==> config.mk <==
export PLATFORM = sky130hd
export DESIGN_NAME = led_pwm_dimmer
export DESIGN_NICKNAME = d
export VERILOG_FILES = /design/src/rtl/led_pkg.sv /design/src/rtl/pwm_period_counter.sv /design/src/rtl/led_pwm_dimmer.sv
export SDC_FILE = /design/constraint.sdc
export NUM_CORES = 1
export LEC_CHECK = 0
export BUFFER_PORTS_ARGS = -buffer_cell sky130_fd_sc_hd__buf_2
export CORE_ASPECT_RATIO = 0.5
export CORE_MARGIN = 5
export CORE_UTILIZATION = 54
export DETAILED_ROUTE_END_ITERATION = 8
export GPL_TIMING_DRIVEN = 0
export HOLD_SLACK_MARGIN = 0.03
export PLACE_DENSITY = 0.86
export SLEW_MARGIN = 15
export SYNTH_ARGS = -nofsm -noshare
export SYNTH_HDL_FRONTEND = slang
export SYNTH_SLANG_ARGS = --single-unit
==> constraint.sdc <==
create_clock -name clk -period 4.09 [get_ports clk]
set_clock_uncertainty 0.2 [all_clocks]
set_input_delay 0.6135 -clock clk [delete_from_list [all_inputs] [get_ports clk]]
set_output_delay 0.6135 -clock clk [all_outputs]
set_load 0.01 [all_outputs]
==> src/rtl/led_pkg.sv <==
// led_pkg: shared definitions for the LED output stages.
//   PWM_BITS_DEFAULT : default duty/level resolution
//   LEVEL_MAX        : full-on level for the default resolution (2^PWM_BITS-1)
//   fade_state_t     : brightness fade FSM states (IDLE, FADE)
package led_pkg;

  localparam int unsigned PWM_BITS_DEFAULT = 8;
  localparam int unsigned LEVEL_MAX        = (1 << PWM_BITS_DEFAULT) - 1;

  typedef enum logic {
    IDLE = 1'b0,
    FADE = 1'b1
  } fade_state_t;

endpackage

==> src/rtl/pwm_period_counter.sv <==
// pwm_period_counter: free-running PWM period counter.
// Counts 0 .. 2^WIDTH-2 and wraps to 0, giving a period of 2^WIDTH-1 clocks so
// a compare value of 2^WIDTH-1 yields a constant-on waveform.
// Ports:
//   clk   : system clock, rising edge
//   rst_n : asynchronous active-low reset (cnt -> 0)
//   cnt   : current position within the period
//   wrap  : high during the last count of the period (period boundary)
module pwm_period_counter
  import led_pkg::*;
#(
  parameter int unsigned WIDTH = PWM_BITS_DEFAULT
) (
  input  logic             clk,
  input  logic             rst_n,
  output logic [WIDTH-1:0] cnt,
  output logic             wrap
);

  localparam logic [WIDTH-1:0] CNT_LAST = WIDTH'((1 << WIDTH) - 2);

  assign wrap = (cnt == CNT_LAST);

  always_ff @(posedge clk or negedge rst_n) begin
    if (!rst_n) begin
      cnt <= '0;
    end else if (wrap) begin
      cnt <= '0;
    end else begin
      cnt <= cnt + WIDTH'(1);
    end
  end

endmodule

==> src/rtl/led_pwm_dimmer.sv <==
// led_pwm_dimmer: gates the blinker's LED bus with a shared PWM waveform.
// Brightness target is stepped by single-cycle up/down pulses (saturating);
// the active level fades toward the target one step per PWM period, and only
// changes at a period boundary so no period mixes two duties.
// Optional feature macro: LED_PWM_GAMMA_EN -- compare value is
// (active*active)>>PWM_BITS (full-on kept full-on), registered, so the
// compare lags the active level by one clock.
// Ports:
//   clk      : system clock, rising edge
//   rst_n    : asynchronous active-low reset
//   led_in   : blink pattern, same clock domain
//   level_up : single-cycle request, target += STEP
//   level_dn : single-cycle request, target -= STEP
//   led_out  : dimmed LED drive, registered (1-clock latency from led_in)
//   level    : current active level
//   fading   : high while active level differs from target
module led_pwm_dimmer
  import led_pkg::*;
#(
  parameter int unsigned NUM_LEDS      = 4,
  parameter int unsigned PWM_BITS      = PWM_BITS_DEFAULT,
  parameter int unsigned LEVEL_DEFAULT = 128,
  parameter int unsigned STEP          = 16
) (
  input  logic                clk,
  input  logic                rst_n,
  input  logic [NUM_LEDS-1:0] led_in,
  input  logic                level_up,
  input  logic                level_dn,
  output logic [NUM_LEDS-1:0] led_out,
  output logic [PWM_BITS-1:0] level,
  output logic                fading
);

  localparam logic [PWM_BITS-1:0] LVL_MAX = PWM_BITS'((1 << PWM_BITS) - 1);
  localparam logic [PWM_BITS-1:0] LVL_RST = PWM_BITS'(LEVEL_DEFAULT);
  localparam logic [PWM_BITS-1:0] STEP_N  = PWM_BITS'(STEP);
  localparam logic [PWM_BITS:0]   STEP_W  = (PWM_BITS + 1)'(STEP);

  logic [PWM_BITS-1:0] cnt;
  logic                boundary;
  logic [PWM_BITS-1:0] target_q, target_d;
  logic [PWM_BITS-1:0] active_q, active_d;
  logic [PWM_BITS:0]   up_sum;
  logic [PWM_BITS-1:0] cmp;
  logic                pwm_on;
  fade_state_t         state_q, state_d;

  pwm_period_counter #(
    .WIDTH (PWM_BITS)
  ) u_period (
    .clk   (clk),
    .rst_n (rst_n),
    .cnt   (cnt),
    .wrap  (boundary)
  );

  // Target update; the sum is one bit wider so overflow is seen before
  // saturating to full-on.
  always_comb begin
    target_d = target_q;
    up_sum   = {1'b0, target_q} + STEP_W;
    if (level_up && !level_dn) begin
      target_d = (up_sum > {1'b0, LVL_MAX}) ? LVL_MAX : up_sum[PWM_BITS-1:0];
    end else if (level_dn && !level_up) begin
      target_d = ({1'b0, target_q} < STEP_W) ? '0 : (target_q - STEP_N);
    end
  end

  // Fade FSM. Decisions use the next target so a pulse raises fading after
  // one clock and a retarget mid-fade takes effect at the next boundary.
  always_comb begin
    active_d = active_q;
    state_d  = state_q;
    case (state_q)
      IDLE: begin
        if (target_d != active_q) begin
          state_d = FADE;
        end
      end
      FADE: begin
        if (boundary) begin
          if (active_q < target_d) begin
            active_d = active_q + PWM_BITS'(1);
          end else if (active_q > target_d) begin
            active_d = active_q - PWM_BITS'(1);
          end
        end
        if (active_d == target_d) begin
          state_d = IDLE;
        end
      end
      default: state_d = IDLE;
    endcase
  end

  always_ff @(posedge clk or negedge rst_n) begin
    if (!rst_n) begin
      state_q  <= IDLE;
      target_q <= LVL_RST;
      active_q <= LVL_RST;
    end else begin
      state_q  <= state_d;
      target_q <= target_d;
      active_q <= active_d;
    end
  end

`ifdef LED_PWM_GAMMA_EN
  localparam logic [PWM_BITS-1:0] CMP_RST =
    (LVL_RST == LVL_MAX) ? LVL_MAX
                         : PWM_BITS'((LEVEL_DEFAULT * LEVEL_DEFAULT) >> PWM_BITS);

  logic [2*PWM_BITS-1:0] active_sq;

  assign active_sq = (2*PWM_BITS)'(active_q) * (2*PWM_BITS)'(active_q);

  always_ff @(posedge clk or negedge rst_n) begin
    if (!rst_n) begin
      cmp <= CMP_RST;
    end else if (active_q == LVL_MAX) begin
      cmp <= LVL_MAX;
    end else begin
      cmp <= PWM_BITS'(active_sq >> PWM_BITS);
    end
  end
`else
  assign cmp = active_q;
`endif

  // Level 0 never beats cnt; full-on exceeds the highest count (2^PWM_BITS-2).
  assign pwm_on = (cnt < cmp);

  always_ff @(posedge clk or negedge rst_n) begin
    if (!rst_n) begin
      led_out <= '0;
    end else begin
      led_out <= led_in & {NUM_LEDS{pwm_on}};
    end
  end

  assign level  = active_q;
  assign fading = (state_q == FADE);

endmodule
==> results list, run 1 <==
- CTS Hold Bufs: 0
- Switching fraction of total power: 38.3%
* Total clock sinks: 29
- sky130_fd_sc_hd__dfrtp_1 takes more of the synthesized area than any other cell.
* Slowest cell on the critical path: sky130_fd_sc_hd__or4_4
- Per-cell via count in the routed design: around 6.7
* Clock group share of total power: 22.9%
- The kind of cell with the highest combined delay along the critical path is simple AND/OR/NAND/NOR gates.
- Global Route Usage Sum: 22.7%
- Setup WS post-layout: -0.410 ns
- Number of buffer and inverter stages on the critical path: 1
- Starting density of the core: a little under three fifths
- The clock tree synthesis step divided the H-tree into 2 levels.
* Power per cell area: 455 nW/um^2
* Syn_nets: 305
- Fraction of final layout cells sized beyond drive strength 1: around 26%
- 0 antenna diodes ended up in the layout.
* Slew at the pin with the worst max-slew slack: around 0.66 ns
- WP data required: 4.09 ns
* Count of flip-flops with a built-in enable after synthesis: 0
- After legalization and detailed placement, the total HPWL measured around 4.3 mm.
* Site row count: 17
* Gate power share: 50.5%
- STA puts the critical path data arrival time at between 4 and 5 ns.
* Yosys warning total: 0
- Width of the die: approximately 100 um
- Later-pin clock latency in the skew report: roughly 0.28 ns
- RSZ-0062 raised after global routing: yes
- A synthesized cell averages roughly 8.7 um^2.
- Pre-CTS setup slack: -0.680 ns
* Number of ports placed on the die boundary: 21
- Number of synthesized register bits: 29
- After technology mapping, the gate count stands at approximately 280.
- The count of buffers added on input and output ports is 20.
- Crit path launch type: register
- Sequential share of the synthesized area: between 30 and 40%
* Classification of the worst setup path: register to register
- Maximum capacitance violations: 0
- Hold crit path type: input pin to asynchronous set/reset pin
- Clock tree synthesis inserted a total of 5 buffers.
* Worst Path Max Fanout: 8
- Clock tree synthesis selected as its root buffer the cell sky130_fd_sc_hd__clkbuf_8.
- Maximum number of pins on one net before global-route repair: 30
- For this design the static power due to leakage is 1.28 nW.
- For this run, design rule violations remaining after detail routing come to 0.
- The worst-case IR drop observed on VDD is roughly 0.18 mV.
- The share of synthesized area in the top cell type comes to between 20% and 30%.
- Setup violations remaining at the end of the flow were counted as 5.
- The longest clock path from root to sink contains 2 buffers.
- Routed Antenna Nets: 0
- Area occupied by registers: 731 um^2
- Counting I/O delays and the setup requirement, the final critical path takes 4.50 ns.
* Wirelength per Cell: a little under 20 um
- Nets@finish: 348
* Share of flip-flops with an asynchronous set or reset after synthesis: 100%
- FILL cells: slightly below 300
* Die ar.: about 6000 um^2
- Maximum single-stage delay on the critical path: ~0.49 ns
- Yosys mapped the design onto 56 distinct sky130hd cell types.
- Overall power: 1.36 mW
- Outcome: complete, but fails checks
- Maximum operating frequency: around 0.22 GHz
- The first TritonRoute pass finished after 6 iterations.
- Wires add up to between 7 and 8 mm.
- Final hold violations: 0
- Detailed router's first-iteration violation count: between 200 and 250
- Failing checks: setup timing
- Design internal power: around 0.84 mW
* Nature of the critical path endpoint: register
* CORE AREA: between 4000 and 5000 um^2
* Net Sw Power: 0.520 mW
- Routability-driven placement finished with a final weighted congestion of 0.983.
- For this run the aggregate overflow at the end of global routing stands at 0.
- The signal on the critical path passes through buf_4 > ha_4 > xnor2_1 > or4_4 > o21ai_4 > and2b_2 > ha_4 > and4_4 > and3_1 > nor3b_4 > nor3_2 > a2111oi_0 > and4b_1 > nor4b_4 > a41oi_2.
- Vias: between 2000 and 3000
- The mapped netlist covers 2420 um^2.
- Clock-pin slew was measured on the worst setup and hold paths at about 0.06 ns.
* Height of the die: 57.3 um
- By instance count, the cell type seen most on the critical path is sky130_fd_sc_hd__ha_4.
* Prevailing post-synth register cell: sky130_fd_sc_hd__dfrtp_1
- Via count of the first global-routing pass: roughly 2300
- Area grow syn2layout: 23.4%
* TritonCTS clock tree: done
* Initial antenna violation count: 0
* Share of the clock period used by the worst path after layout: 110%
- After synthesis, the cell types taking the most area are sky130_fd_sc_hd__dfrtp_1 (28%), sky130_fd_sc_hd__ha_1 (10%), sky130_fd_sc_hd__xnor2_1 (8.7%), sky130_fd_sc_hd__a21oi_1 (3.5%), sky130_fd_sc_hd__a21o_1 (3.4%).
* Multi-input gate area in the final layout: between 1500 and 2000 um^2
- Measured against its own limit, the worst slew margin works out to a little under three fifths.
* Flop pwr share: 26.6%
- Wire length of the first global-routing pass: 11.0 mm
* Total count of max-transition violations in the final report: 0
## worst register-to-register path: cells and delay by family, from the launching register on
| family | cells | cell delay, ns |
|---|---|---|
| fa+ha+maj | 2 | 0.44 |
| buf+inv | 1 | 0.16 |
| xor+xnor | 1 | 0.12 |
| flops | 1 | 0.44 |
| simple gates | 8 | 2.27 |
| compound gates | 3 | 0.78 |
## sequential cells by signal (all words and copies together) (netlist names)
register,count
level,8
target_q,8
u_period.cnt,8
led_out,4
fading,1
## power by group through the flow
stage / Sequential [mW] / Combinational, mW / Clock, mW
floorplan: 0.360 / 0.381 / 0
global placement: 0.365 / 0.452 / 0
detailed placement: 0.368 / 0.470 / 0
CTS: 0.365 / 0.574 / 0.309
global route: 0.365 / 0.735 / 0.326
finish: 0.361 / 0.685 / 0.310
## final timing paths
kind                                           start                   endpoint  slack (ns)  cells past startpoint
setup / recovery               target_q[5]$_DFF_PN0_           fading$_DFF_PN0_       -0.41                     15
hold / removal                                 rst_n  u_period.cnt[4]$_DFF_PN0_        0.16                      1
setup reg to reg               target_q[5]$_DFF_PN0_           fading$_DFF_PN0_       -0.41                     15
hold reg to reg            u_period.cnt[0]$_DFF_PN0_  u_period.cnt[0]$_DFF_PN0_        0.35                      1
max in group asynchronous                      rst_n      target_q[5]$_DFF_PN0_        3.06                      1
min in group clk                           led_in[3]       led_out[3]$_DFF_PN0_        0.33                      2
## per-layer routing
metal  part of all wire (%)  global-route usage, %  up-vias
li1                       -                      -     1087
met1                     38                   26.0     1182
met2                     48                   41.6      178
met3                    8.0                   3.62       67
met4                    6.1                   12.0        0
met5                      0                      0        -
## cell usage after synthesis (2+ instances only)
cell type / count
sky130_fd_sc_hd__nor4_1: 4
sky130_fd_sc_hd__nor4b_1: 2
sky130_fd_sc_hd__a31oi_1: 4
sky130_fd_sc_hd__nand3_1: 9
sky130_fd_sc_hd__xnor2_1: 24
sky130_fd_sc_hd__and2_1: 8
sky130_fd_sc_hd__nand2_1: 21
sky130_fd_sc_hd__inv_1: 20
sky130_fd_sc_hd__a211oi_1: 2
sky130_fd_sc_hd__a311oi_1: 2
sky130_fd_sc_hd__o21ai_0: 11
sky130_fd_sc_hd__a221oi_1: 3
sky130_fd_sc_hd__xor2_1: 4
sky130_fd_sc_hd__dfrtp_1: 27
sky130_fd_sc_hd__or3_1: 4
sky130_fd_sc_hd__nor2b_1: 3
sky130_fd_sc_hd__and4_1: 4
sky130_fd_sc_hd__mux2i_1: 2
sky130_fd_sc_hd__nor2_1: 19
sky130_fd_sc_hd__a21o_1: 11
sky130_fd_sc_hd__o211ai_1: 2
sky130_fd_sc_hd__or2_2: 2
sky130_fd_sc_hd__dfstp_2: 2
sky130_fd_sc_hd__ha_1: 20
sky130_fd_sc_hd__nand4_1: 4
sky130_fd_sc_hd__buf_2: 3
sky130_fd_sc_hd__nor3_1: 2
sky130_fd_sc_hd__o31ai_1: 3
sky130_fd_sc_hd__o22ai_1: 3
sky130_fd_sc_hd__nand2b_1: 5
sky130_fd_sc_hd__a21oi_1: 17
sky130_fd_sc_hd__and3_1: 2
sky130_fd_sc_hd__clkbuf_1: 4
sky130_fd_sc_hd__a2111oi_0: 2
## cells by family after synthesis
group | Yosys count | synth area share, %
AND/OR/NAND/NOR | 98 | 23.4
AO/OA/AOI/OAI | 70 | 19.9
buffers and inverters | 30 | 5.28
flip-flops | 29 | 30.1
XOR/XNOR | 28 | 10.1
adder cells (fa/ha/maj) | 20 | 10.3
multiplexers | 2 | 0.828
## final cells by class
type                    instances  area share [%]
plain buffers                   9            1.76
clock buffers                   7            2.89
clock inverters                 1            1.01
inverters                      21            2.64
multi-input cells             218            57.3
flip-flops and latches         29            24.5
well taps                      57            2.39
repair buffers                 36            7.51
## cell usage in the layout, fill, tap and decap left out, drive strengths merged, types with 3 or more instances in the layout
master,netlist,routed
nor4b,3,3
nand2b,5,5
nor2,19,19
o22ai,3,3
a221oi,3,3
ha,20,20
o21ai,12,12
a21oi,18,18
nor2b,3,3
inv,21,21
dfrtp,27,27
nand2,21,21
buf,5,41
a31oi,4,4
xor2,4,4
o31ai,3,3
nand3,9,9
nor4,4,4
a21o,11,11
and2,8,8
nand4,4,4
and4,4,4
or3,4,4
clkbuf,4,11
xnor2,24,24
## per-stage QoR
| stage | TNS [ns] | hold WS (ns) | area [um^2] | instances | util [%] |
|---|---|---|---|---|---|
| 2_1_floorplan | -0.201 | 0.118 | 2420 | 277 | - |
| 3_3_place_gp | -1.69 | 0.328 | 2600 | 354 | 59.5 |
| 3_5_place_dp | -2.15 | 0.337 | 2600 | 354 | 59.5 |
| 4_1_cts | -0.301 | 0.173 | 2860 | 369 | 65.6 |
| 5_1_grt | -1.40 | 0.213 | 2980 | 378 | 68.4 |
| 6_report | -0.601 | 0.158 | 2980 | 378 | 68.4 |
## what timing repair did
action / in CTS / in global routing
resized for setup: 18 / 10
buffers inserted: 7 / 9
setup endpoints to repair: 8 / 5
pin swaps: 8 / 16
Power figures use the tool's default switching activity.
==> inputs of run 2 (changes only) <==
- BUFFER_PORTS_ARGS: -buffer_cell sky130_fd_sc_hd__buf_2 -> -buffer_cell sky130_fd_sc_hd__buf_4
- CELL_PAD_IN_SITES_DETAIL_PLACEMENT: default -> 0
- CELL_PAD_IN_SITES_GLOBAL_PLACEMENT: default -> 1
- CORE_UTILIZATION: 54 -> 41
==> run 2 against run 1 <==
Via count decreased by 10%. Largest power group unchanged. First-iteration DRC count down 22%. Largest cell class unchanged. Critical endpoint unchanged. The run still ends with setup timing left. Die area up 27%. Power rose by 10%. Highest routed layer unchanged. Global-route usage decreased by 5.8 points. Worst setup slack better by 0.074 ns. Combinational power is 2% higher.
==> results list, run 2 (synthesized netlist as in run 1, its figures left out) <==
- Clock group share of total power: between 20 and 30%
- For this run, the number of standard cells in the final layout without fillers is around 390.
- Wirelength per Cell: approximately 16 um
- Pre-CTS setup slack: -0.677 ns
* Initial antenna violation count: 0
* Total count of max-transition violations in the final report: 0
* Final critical-path required period: about 4.4 ns
- Power per cell area: roughly 470 nW/um^2
- The floorplan step set the die width to about 120 um.
- Across the VDD grid, the largest voltage drop is 0.209 mV.
- The first global-routing pass estimated 10.6 mm of wire.
- Power comes to around 1.5 mW.
* Routed wire length: between 6 and 7 mm
- With fillers left out, the area of the finished cells amounts to around 3100 um^2.
- TritonCTS built the clock tree.
- Per-cell via count in the routed design: 5.73
- Clock tree synthesis found a total of 29 sinks.
- Setup Total Neg Slack: -0.423 ns
- WP data required: 4.03 ns
* Commonest cells after routing, fill and taps aside: sky130_fd_sc_hd__buf_4 (36), sky130_fd_sc_hd__dfrtp_1 (25), sky130_fd_sc_hd__xnor2_1 (22)
- Area grow syn2layout: 30.1%
* RSZ-0062 raised after global routing: yes
* Maximum operating frequency: roughly 0.23 GHz
- Nets@finish: ~350
- Worst relative slew slack: roughly three fifths
- Placed cell areas: ~2700 um^2
- Maximum number of pins on one net before global-route repair: 30
- TritonCTS Buffers: 5
* Data arrival, critical path: ~4.4 ns
- Worst Path Max Fanout: 7
- After layout, the worst setup slack is -0.337 ns.
* Final hold violations: 0
* Switching fraction of total power: between 30% and 40%
- Routed Antenna Nets: 0
* Design internal power: a little under 1 mW
* Clock transition at the registers of the reported paths: 0.05 ns
- The worst setup path is of the register to register kind.
* Slew at the pin with the worst max-slew slack: between 0.5 and 0.6 ns
- Outcome: complete, but fails checks
- Nature of the critical path endpoint: register
- Antenna fix cells: 0
- The first detailed-routing pass ran for 5 iterations.
- In this run the tool buffered the top-level ports with 20 buffer cells.
- Number of ports placed on the die boundary: 21
- Cells with a size suffix above 1 make up 28.0% of the layout.
- Leaving out fill and tap cells, the most frequent cell in the layout is sky130_fd_sc_hd__buf_4.
- The die is 64.3 um tall.
- Combinational logic burns about 47% of the power.
- CTS H-Tree Depth: 2
- STA classifies the critical path startpoint as a register.
* Leakage dissipation: 1.34 nW
- Row generation in the floorplan step produced 19 rows.
* Hold crit path type: input pin to asynchronous set/reset pin
* Vias: around 2300
* Flop pwr share: approximately a quarter
- Cell total after placement: 370
- Setup violations remaining at the end of the flow were counted as 2.
- Via count of the first global-routing pass: approximately 2200
- In this run the deepest clock path goes through 2 buffers.
- For this run, design rule violations remaining after detail routing come to 0.
- Total congestion overflow after global routing: 0
- The checks that failed: setup timing.
* Routability congestion estimate from global placement: 0.889
* Starting density of the core: 43.1%
- Summed over all nets, the switching power comes to 0.517 mW.
- Maximum capacitance violations: 0
- For the worst-skew pair, the clock arrives at the later sink with an insertion delay of between 0.2 and 0.3 ns.
* CORE AREA: around 5600 um^2
- Die ar.: between 7000 and 8000 um^2
* Share of the clock period used by the worst path after layout: 108%
- The cell sitting at the root of the clock tree is a sky130_fd_sc_hd__clkbuf_16.
- Global Route Usage Sum: between 10% and 20%
* HPWL Detailed: between 4 and 5 mm
* Detailed router's first-iteration violation count: just under 200
==> run 2: repair_timing <==
action / in CTS / in global routing
setup endpoints to repair: 7 / 7
buffers inserted: 12 / 4
pin swaps: 12 / 12
hold buffers: 0 / 0
gates resized for setup: 14 / 22
==> run 2: critical path, cell delays in order (launching register included) <==
cell	delay (ns)
sky130_fd_sc_hd__dfrtp_2	0.45
sky130_fd_sc_hd__buf_4	0.17
sky130_fd_sc_hd__nand3b_1	0.15
sky130_fd_sc_hd__or4_4	0.53
sky130_fd_sc_hd__o21ai_4	0.15
sky130_fd_sc_hd__and2b_2	0.26
sky130_fd_sc_hd__ha_4	0.21
sky130_fd_sc_hd__and4_4	0.17
sky130_fd_sc_hd__buf_4	0.13
sky130_fd_sc_hd__o2bb2ai_2	0.13
sky130_fd_sc_hd__a221oi_2	0.28
sky130_fd_sc_hd__o31a_2	0.24
sky130_fd_sc_hd__buf_6	0.13
sky130_fd_sc_hd__buf_4	0.10
sky130_fd_sc_hd__nand4_1	0.20
sky130_fd_sc_hd__o22ai_4	0.26
sky130_fd_sc_hd__xnor2_2	0.11
sky130_fd_sc_hd__nor4b_4	0.28
sky130_fd_sc_hd__a41oi_2	0.13
==> run 2: stage by stage <==
stage          utilization [%]  hold slack [ns]
5_1_grt                   56.1           0.0891
3_5_place_dp              47.5            0.333
2_1_floorplan                -            0.118
3_3_place_gp              47.5            0.343
6_report                  56.1           0.0542
4_1_cts                   53.5           0.0653
==> run 2: metal layers <==
| layer | up-vias | global-route usage (%) | wire, um |
|---|---|---|---|
| li1 | 1078 | - | - |
| met3 | 8 | 3.17 | 334 |
| met4 | 0 | 5.48 | 58 |
| met2 | 76 | 29.7 | 3200 |
| met1 | 1097 | 21.2 | 2830 |
| met5 | - | 0 | 0 |
==> run 2: power by group through the flow <==
stage	clock network [mW]	logic, mW	registers (mW)
4_1_cts	0.432	0.594	0.364
3_3_place_gp	0	0.464	0.366
3_5_place_dp	0	0.478	0.367
2_1_floorplan	0	0.381	0.360
6_report	0.423	0.699	0.370
5_1_grt	0.449	0.757	0.375
==> run 2: final timing paths <==
check	start	end	slack, ns	depth (start not counted)
hold / removal	rst_n	led_out[1]$_DFF_PN0_	0.05	1
setup / recovery	target_q[4]$_DFF_PN0_	fading$_DFF_PN0_	-0.34	18
setup reg to reg	target_q[4]$_DFF_PN0_	fading$_DFF_PN0_	-0.34	18
min in group clk	target_q[3]$_DFF_PN0_	target_q[3]$_DFF_PN0_	0.34	2
hold reg to reg	target_q[3]$_DFF_PN0_	target_q[3]$_DFF_PN0_	0.34	2
max in group asynchronous	rst_n	target_q[7]$_DFF_PN1_	3.32	1
==> run 2: layout make-up <==
type / count / area, um^2
well taps: 73 / 91.3
repair buffers: 36 / 270
clock inverters: 1 / 30.0
inverters: 21 / 81.3
multi-input cells: 218 / 1750
plain buffers: 9 / 52.6
clock buffers: 7 / 143
fillers: 487 / 2460
flip-flops and latches: 29 / 731
==> inputs of run 3 (changes only) <==
- MAX_ROUTING_LAYER: default -> met4
==> run 3 against run 2 <==
The flow still finishes with violations (setup timing). Worst setup slack better by 0.039 ns. Hold slack better by 0.011 ns. Critical path depth is 1 lower. Design area is 4.4% lower. Final cell count is 1.0% lower.
==> results list, run 3 (synthesized netlist as in run 1, its figures left out) <==
- Final hold violations: 0
* Total congestion overflow after global routing: 0
* Starting density of the core: between 40% and 50%
- Maximum number of pins on one net before global-route repair: 30
- Maximum count of clock buffers along a single path: 2
* Gate power share: around 48%
* WP data required: approximately 4.1 ns
- Met2 routing resource usage after global routing: around 29%
- Of the total power, the clock network draws between 20 and 30%.
* Net Sw Power: about 0.49 mW
- The number of pins with negative max-slew slack in the final report is 0.
* Commonest cells after routing, fill and taps aside: sky130_fd_sc_hd__buf_4 (30), sky130_fd_sc_hd__dfrtp_1 (25), sky130_fd_sc_hd__xnor2_1 (23)
- Area of all placed cells without fillers: 3010 um^2
* Site row count: 19
* Share of the clock period used by the worst path after layout: 107%
- Busiest grt layer: met2
* CTS Hold Bufs: 0
* Total clock sinks: 29
- Using the TritonRoute via totals, the vias-per-cell ratio works out to ~5.6.
- The number of clock buffers added by TritonCTS is 5.
- Worst Path Max Fanout: 5
* FF-to-FF path depth: 17
* Global routing usage on met1: between 20% and 30%
- Once detail routing completed, the nets flagged for antenna violations numbered 0.
- Maximum operating frequency: 0.228 GHz
* CORE AREA: 5610 um^2
- Via count of the first global-routing pass: around 2200
- Number of ports placed on the die boundary: 21
- Number of DRC violations after detailed routing: 0
* Failing checks: setup timing
- Classification of the worst setup path: register to register
* Height of the die: roughly 64 um
- Fraction of final layout cells sized beyond drive strength 1: 24.3%
- Data arrival, critical path: around 4.4 ns
* Commonest non-fill, non-tap cell in the layout: sky130_fd_sc_hd__buf_4
* Hold crit path type: input pin to asynchronous set/reset pin
- Cell chosen for the clock root: sky130_fd_sc_hd__clkbuf_16
- Design internal power: between 0.8 and 0.9 mW
* CTS H-Tree Depth: 2
* Wirelength per Cell: between 15 and 20 um
* HPWL Detailed: ~4.4 mm
- Per report_power, the sequential group accounts for 27.1% of the total.
* Global Route Usage Sum: 17.5%
- Width of the die: between 100 and 150 um
- Antenna fix cells: 0
- After clock tree synthesis, the clock-pin slew on the worst setup and hold paths is 0.05 ns.
- The startpoint identified for the worst register-to-register timing path is target_q[5]$_DFF_PN0_.
* Placed cell areas: about 2700 um^2
- Die ar.: 7630 um^2
- Switching fraction of total power: between 30% and 40%
- The routed layout has 2183 vias.
* Setup violation total in the final timing report: 2
* Layout Utilization: 53.6%
* Later-pin clock latency in the skew report: 0.27 ns
- Wire length of the first global-routing pass: around 11 mm
- The analysis attributes to cell leakage a power of 1.29 nW.
- Worst relative slew slack: a little under half
- The worst setup path is launched from a register.
- Power spread over the standard cell area amounts to between 400 and 500 nW/um^2.
* Total iterations of the first detailed-routing run: 4
* Nature of the critical path endpoint: register
- Met3 usage in global routing: around 3%
- Routed wire length: around 6.2 mm
- Buffers placed on the I/O ports in this run total 20.
* Outcome: complete, but fails checks
- Peak supply drop: about 0.19 mV
- Detailed router's first-iteration violation count: around 120
- After routing, the total negative slack on setup checks comes to -0.429 ns.
- RSZ-0062 raised after global routing: yes
- Initial antenna violation count: 0
- TritonCTS built the clock tree.
- Capture instance of the worst register-to-register path: fading$_DFF_PN0_
- Routability-driven placement finished with a final weighted congestion of 0.884.
* Setup WS post-layout: -0.298 ns
- Nets@finish: about 340
* Setup slack on the worst flop-to-flop path: -0.30 ns
* Maximum capacitance violations: 0
* Slew at the pin with the worst max-slew slack: 0.790 ns
- Compared with the post-synthesis result, the final layout area differs by 24.4%.
- After layout, the minimum clock period comes to around 4.4 ns.
-- run 3: cell count changes in the layout (fill, tap and decap cells not counted), moves of 2 or more --
cell / previous run / this run
sky130_fd_sc_hd__nor4_1: 2 / 4
sky130_fd_sc_hd__a21oi_1: 13 / 17
sky130_fd_sc_hd__buf_6: 2 / 4
sky130_fd_sc_hd__clkinv_2: 0 / 2
sky130_fd_sc_hd__a21oi_2: 5 / 1
sky130_fd_sc_hd__buf_4: 36 / 30
-- run 3: cell type report --
type	count	area, um^2
clock buffer	6	129
inverter	21	78.8
clock inverter	2	10.0
sequential	29	731
multi-input combinational	218	1670
timing repair buffer	32	248
tap	73	91.3
fill	521	2600
buffer	9	52.6
-- run 3: power by group through the flow --
stage	clock network (mW)	logic (mW)	registers, mW
after global routing	0.363	0.695	0.372
after global placement	0	0.465	0.366
final	0.341	0.639	0.365
after detailed placement	0	0.476	0.368
after floorplan	0	0.381	0.360
after CTS	0.348	0.584	0.364
-- run 3: worst max-delay path by stage --
stage	start	endpoint	slack, ns	cells past startpoint
2_1_floorplan	target_q[4]$_DFF_PN0_	fading$_DFF_PN0_	-0.20	17
3_3_place_gp	level_dn	fading$_DFF_PN0_	-0.63	16
3_5_place_dp	level_dn	fading$_DFF_PN0_	-0.66	16
4_1_cts	target_q[4]$_DFF_PN0_	fading$_DFF_PN0_	-0.24	17
5_1_grt	target_q[4]$_DFF_PN0_	fading$_DFF_PN0_	-0.48	19
6_report	target_q[5]$_DFF_PN0_	fading$_DFF_PN0_	-0.30	17
-- run 3: metrics by stage --
step,power (mW),hold slack (ns),setup WS [ns],std cells
floorplan,0.740,0.118,-0.201,277
global placement,0.831,0.342,-0.632,370
detailed placement,0.844,0.351,-0.665,370
CTS,1.30,0.0748,-0.239,388
global route,1.43,0.105,-0.481,390
finish,1.35,0.0650,-0.298,390
-- run 3: what timing repair did --
item | 4_1_cts | 5_1_grt
setup buffers | 10 | 2
resized for setup | 15 | 10
setup endpoints to repair | 8 | 6
pin swaps | 10 | 3
-- run 3: metal layers --
| layer | share of wire (%) | wire length (um) | up-vias |
|---|---|---|---|
| met4 | 1.4 | 90 | 0 |
| met1 | 45 | 2830 | 1041 |
| met3 | 5.5 | 346 | 10 |
| met2 | 48 | 2960 | 55 |
| met5 | 0 | 0 | - |
| li1 | - | - | 1077 |
-- run 3: worst max-delay path: stages (launching register included) --
cell                        delay [ns]
sky130_fd_sc_hd__dfrtp_2          0.43
sky130_fd_sc_hd__inv_2            0.07
sky130_fd_sc_hd__ha_4             0.27
sky130_fd_sc_hd__nand4b_1         0.09
sky130_fd_sc_hd__or4_4            0.44
sky130_fd_sc_hd__o21ai_4          0.17
sky130_fd_sc_hd__and2b_2          0.27
sky130_fd_sc_hd__ha_4             0.24
sky130_fd_sc_hd__and4_4           0.17
sky130_fd_sc_hd__buf_4            0.13
sky130_fd_sc_hd__and3_2           0.24
sky130_fd_sc_hd__o2111ai_1        0.19
sky130_fd_sc_hd__nand2_2          0.16
sky130_fd_sc_hd__or4_1            0.44
sky130_fd_sc_hd__a211o_1          0.29
sky130_fd_sc_hd__and4b_1          0.20
sky130_fd_sc_hd__nor4b_4          0.13
sky130_fd_sc_hd__a41oi_2          0.18
